### config.mk
export PLATFORM = sky130hd
export DESIGN_NAME = mem_access_unit
export DESIGN_NICKNAME = d
export VERILOG_FILES = /design/src/rtl/mem_access_unit.sv
export SDC_FILE = /design/constraint.sdc
export NUM_CORES = 1
export LEC_CHECK = 0
export BUFFER_PORTS_ARGS = -buffer_cell sky130_fd_sc_hd__buf_2
export CAP_MARGIN = 0
export CORE_MARGIN = 4
export CORE_UTILIZATION = 45
export DETAILED_ROUTE_END_ITERATION = 8
export HOLD_SLACK_MARGIN = 0.06
export PLACE_DENSITY = 0.74
export SYNTH_ARGS = -nofsm -noshare
export SYNTH_HDL_FRONTEND = slang
export SYNTH_SLANG_ARGS = --single-unit
### constraint.sdc
create_clock -name clk_i -period 3.56 [get_ports clk_i]
set_input_delay 0.178 -clock clk_i [delete_from_list [all_inputs] [get_ports clk_i]]
set_output_delay 0.178 -clock clk_i [all_outputs]
set_load 0.05 [all_outputs]
### src/rtl/mem_access_unit.sv
// Load/store access unit: one outstanding request, lane alignment of store data and
// byte enables, load extraction with sign/zero extension, misalignment and timeout errors.
module mem_access_unit #(
   parameter int unsigned TIMEOUT = 255
) (
   input  logic        clk_i,
   input  logic        rst_i,
   input  logic        req_valid_i,
   output logic        req_ready_o,
   input  logic        req_we_i,
   input  logic [1:0]  req_size_i,
   input  logic        req_signed_i,
   input  logic [31:0] req_addr_i,
   input  logic [31:0] req_wdata_i,
   input  logic [4:0]  req_rd_i,
   output logic        mem_req_o,
   output logic        mem_we_o,
   output logic [31:0] mem_addr_o,
   output logic [3:0]  mem_be_o,
   output logic [31:0] mem_wdata_o,
   input  logic        mem_ack_i,
   input  logic [31:0] mem_rdata_i,
   output logic        rsp_valid_o,
   input  logic        rsp_ready_i,
   output logic [31:0] rsp_data_o,
   output logic [4:0]  rsp_rd_o,
   output logic [1:0]  rsp_err_o
);

   typedef enum logic [1:0] {IDLE, WAIT, RESP} state_t;

   localparam logic [7:0] LAST_WAIT = 8'(TIMEOUT - 1);

   state_t      state;
   logic [7:0]  wait_cnt;
   logic        we_q;
   logic [1:0]  size_q;
   logic        signed_q;
   logic [1:0]  addr_q;
   logic [4:0]  rd_q;

   logic        misaligned;
   logic [3:0]  be_next;
   logic [31:0] wdata_next;
   logic [31:0] lane;
   logic [31:0] load_ext;

   always_comb begin
      misaligned = 1'b0;
      be_next    = 4'b1111;
      wdata_next = req_wdata_i;
      case (req_size_i)
         2'b00: begin
            be_next    = 4'b0001 << req_addr_i[1:0];
            wdata_next = {4{req_wdata_i[7:0]}};
         end
         2'b01: begin
            misaligned = req_addr_i[0];
            be_next    = 4'b0011 << req_addr_i[1:0];
            wdata_next = {2{req_wdata_i[15:0]}};
         end
         2'b10:   misaligned = |req_addr_i[1:0];
         default: misaligned = 1'b1;
      endcase
   end

   // Shift the addressed lane down to bit 0 before extending.
   always_comb begin
      lane = mem_rdata_i >> {addr_q, 3'b000};
      case (size_q)
         2'b00:   load_ext = {{24{signed_q & lane[7]}}, lane[7:0]};
         2'b01:   load_ext = {{16{signed_q & lane[15]}}, lane[15:0]};
         default: load_ext = mem_rdata_i;
      endcase
   end

   always_ff @(posedge clk_i) begin
      if (rst_i) begin
         state       <= IDLE;
         wait_cnt    <= '0;
         we_q        <= 1'b0;
         size_q      <= '0;
         signed_q    <= 1'b0;
         addr_q      <= '0;
         rd_q        <= '0;
         req_ready_o <= 1'b1;
         mem_req_o   <= 1'b0;
         mem_we_o    <= 1'b0;
         mem_addr_o  <= '0;
         mem_be_o    <= '0;
         mem_wdata_o <= '0;
         rsp_valid_o <= 1'b0;
         rsp_data_o  <= '0;
         rsp_rd_o    <= '0;
         rsp_err_o   <= '0;
      end else begin
         case (state)
            IDLE: begin
               if (req_valid_i) begin
                  we_q        <= req_we_i;
                  size_q      <= req_size_i;
                  signed_q    <= req_signed_i;
                  addr_q      <= req_addr_i[1:0];
                  rd_q        <= req_rd_i;
                  req_ready_o <= 1'b0;
                  wait_cnt    <= '0;
                  if (misaligned) begin
                     state       <= RESP;
                     rsp_valid_o <= 1'b1;
                     rsp_data_o  <= '0;
                     rsp_rd_o    <= req_rd_i;
                     rsp_err_o   <= 2'b01;
                  end else begin
                     state       <= WAIT;
                     mem_req_o   <= 1'b1;
                     mem_we_o    <= req_we_i;
                     mem_addr_o  <= {req_addr_i[31:2], 2'b00};
                     mem_be_o    <= be_next;
                     mem_wdata_o <= wdata_next;
                  end
               end
            end
            WAIT: begin
               if (mem_ack_i) begin
                  state       <= RESP;
                  mem_req_o   <= 1'b0;
                  rsp_valid_o <= 1'b1;
                  rsp_data_o  <= we_q ? '0 : load_ext;
                  rsp_rd_o    <= rd_q;
                  rsp_err_o   <= 2'b00;
               end else if (wait_cnt == LAST_WAIT) begin
                  state       <= RESP;
                  mem_req_o   <= 1'b0;
                  rsp_valid_o <= 1'b1;
                  rsp_data_o  <= '0;
                  rsp_rd_o    <= rd_q;
                  rsp_err_o   <= 2'b10;
               end else begin
                  wait_cnt <= wait_cnt + 8'd1;
               end
            end
            RESP: begin
               if (rsp_ready_i) begin
                  state       <= IDLE;
                  rsp_valid_o <= 1'b0;
                  req_ready_o <= 1'b1;
               end
            end
            default: state <= IDLE;
         endcase
      end
   end

endmodule

==> impl_metrics.yaml <==
status:
  status: "complete, no violations"
worst_setup_path:
  critPathArrivalTime_ns: 2.86
  reg2reg_slack_ns: 1.03
  critPathSlowestCell: "nand4_1"
  critPathCapture: "rsp_data_o[24]"
  path_cells: "inv_1, ha_1, nand3b_1, nor2_1, nand4_1, o2bb2ai_1"
  crit_cells: 6
  worstSetupStartpointType: "flip-flop"
  crit_start: "state[1]"
  crit_fanout: 16
  critPathTopFamily: "simple AND/OR/NAND/NOR gates"
  critPathBufInv: 1
  rr_startpoint: "state[1]"
  required_ns: 3.89
  path_class: "flip-flop to flip-flop"
  r2r.worst_path.cells: 6
  timing.rr.end: "rsp_data_o[24]"
  slowest_delay_ns: 0.59
  end_kind: "flip-flop"
clock_tree:
  clockBufferDepth: 2
  cts_tree: "built"
  cts_resized: 0
  cts.sinks: 130
  post_cts_buffers: 0
  cts-root-buf: "clkbuf_16"
  clock_latency_ns: 0.41
  path_clk_slew_ns: 0.06
  htree_levels: 4
  cts_made_buffers: 17
synthesis:
  syn_avg_cell_area_um2: 8.19
  synth_top_area_cell: "dfxtp_1"
  ys_ff_latch: 130
  yosys-top-cells-count: "nand2_1, dfxtp_1, a21oi_1, nor2_1, mux2i_1"
  synth_top_cells_by_area: "dfxtp_1, nand2_1, a21oi_1"
  synth_top_area_share_pct: 43.8
  ys.flop_type: "dfxtp_1"
  synth_area_um2: 5950
  yosysWarnings: 0
  async_reset_ff_share_pct: 0
  synth_cell_types: 53
  synth-seq-area-share_pct: 43.8
  yosysMostFrequentCell: "nand2_1"
  synth_cells: 726
  synth_edf_count: 0
floorplanning:
  chipWidth_um: 123
  initial_core_util_pct: 46.5
  rows: 41
  core_um2: 12800
  fp.dieH_um: 123
  io_pins: 221
  dieArea_um2: 15100
drt:
  drc: 0
  wire_per_inst_um: 16.7
  drt_wl_total_um: 19500
  drt_iter0_drc: 500
  via_per_inst: 5.41
  vias: 6306
  ant_nets: 0
  dr.pass1.iters: 5
power:
  power.static_leakage_uw: 0.00357
  pwr_density_cell_nw_per_um2: 544
  irDropWorstVdd_mv: 0.400
sta:
  tightest_slew_ns: 0.887
  fin_crit_ns: 2.53
  period_share_pct: 71.1
  slew_viol_final: 0
  hold_violations: 0
  skew_ns: 0.00793
  rsz0062_at_grt: "false"
  setup_viol: 0
  slew_headroom_pct: 40.6
  tns_ns: 0
  max_freq_mhz: 395
layout:
  final_cell_area_um2: 8300
  drive_gt1_share_pct: 26.4
  multiInputGateArea_um2: 3020
  nFillCells: 1040
  layout.nets: 1096
  area_delta_synth_final_pct: 39.6
  final_core_util_pct: 65.0
  n_antenna_cell: 0
  ff_latch_area_um2: 2600
place:
  place_area_um2: 7070
  hpwlAfterDp_um: 12900
  gp_congestion: 0.824
  portBuffers: 218
grt:
  grt_pass1_vias: 6068
  antenna_found_initial: 1
  grt_overflow_total: 0
  grt_usage_pct: 25.5
  grt_max_degree: 86
  grt_pass1_wl_um: 30400
run:
  cap_viol_max_count: 0
min_path:
  hold_path_class: "input port to flip-flop"
## kinds of logic (layout without fill, tap and decap cells)
kind of cell             count (synthesis)  count (layout)  share of synthesized area (%)
multiplexers                            41              41                           7.13
buffers and inverters                   79             346                           5.85
other                                    1               2                         0.0631
AO/OA/AOI/OAI                          207             207                           22.8
AND/OR/NAND/NOR                        263             263                           19.4
flip-flops                             130             130                           43.8
adder cells (fa/ha/maj)                  5               5                           1.05
## sequential cells by signal, indices dropped and copies added, names as in the netlist, 2 cells and up
| signal | count |
|---|---|
| rsp_rd_o | 5 |
| mem_wdata_o | 32 |
| wait_cnt | 8 |
| addr_q | 2 |
| rsp_data_o | 32 |
| rsp_err_o | 2 |
| mem_be_o | 4 |
| state | 2 |
| rd_q | 5 |
| mem_addr_o | 30 |
| size_q | 2 |
## per-stage QoR
step	hold WS [ns]	setup WS (ns)	cells	power (uW)
3_3_place_gp	0.417	1.16	1066	2830
6_report	0.0687	1.03	1166	4520
2_1_floorplan	0.314	1.69	727	2540
3_5_place_dp	0.424	1.07	1066	2840
4_1_cts	0.0603	1.06	1166	4530
5_1_grt	0.0611	0.771	1166	4730
## where the power goes
group          switching [uW]  leakage [uW]  internal [uW]
registers                81.0       0.00106           1580
logic                     852       0.00225            377
clock network             643      0.000262            990
## routing by layer
metal | share of wire [%] | vias up | routed length, um | global-route usage [%]
met5 | 0 | - | 0 | 0
met4 | 2.3 | 0 | 444 | 9.03
met1 | 40 | 2927 | 7790 | 30.5
met3 | 9.9 | 36 | 1920 | 9.70
li1 | - | 3088 | - | -
met2 | 48 | 255 | 9300 | 42.0
## cell type report
type                       count  area share [%]
inverter                      21           0.949
sequential                   130            31.3
clock buffer                  22            5.59
clock inverter                10            1.02
tap                          172            2.59
timing repair buffer         293            22.2
multi-input combinational    518            36.3
## worst min path at each step
| stage | start | endpoint | slack (ns) | cells after the start |
|---|---|---|---|---|
| 2_1_floorplan | req_we_i | we_q | 0.31 | 2 |
| 3_3_place_gp | req_addr_i[24] | mem_addr_o[24] | 0.42 | 3 |
| 3_5_place_dp | req_addr_i[9] | mem_addr_o[9] | 0.42 | 3 |
| 4_1_cts | req_wdata_i[29] | mem_wdata_o[29] | 0.06 | 3 |
| 5_1_grt | mem_rdata_i[18] | rsp_data_o[18] | 0.06 | 3 |
| 6_report | req_wdata_i[24] | mem_wdata_o[24] | 0.07 | 3 |
## worst reg2reg max path, stage by stage, from the launching register on
cell and delay [ns]:
dfxtp_1 0.32, inv_1 0.07, ha_1 0.44, nand3b_1 0.36, nor2_1 0.32, nand4_1 0.59, o2bb2ai_1 0.35
## what timing repair did
item | in CTS | in global routing
endpoints found under the hold margin | 71 | 0
hold buffers | 68 | 0
endpoints found under the setup margin | 0 | 0
## cells in the final DEF, fill, tap and decap left out, drive strengths merged, types with 11 or more instances in the layout
| cell type | instances |
|---|---|
| o2bb2ai | 19 |
| a311oi | 11 |
| nor2 | 52 |
| o21ai | 21 |
| nand3 | 11 |
| buf | 225 |
| dfxtp | 130 |
| dlygate4sd3 | 68 |
| inv | 19 |
| mux2i | 39 |
| a211oi | 25 |
| clkbuf | 22 |
| nand2 | 143 |
| a21oi | 92 |
| nand4 | 16 |
(Power assumes the default switching activity.)
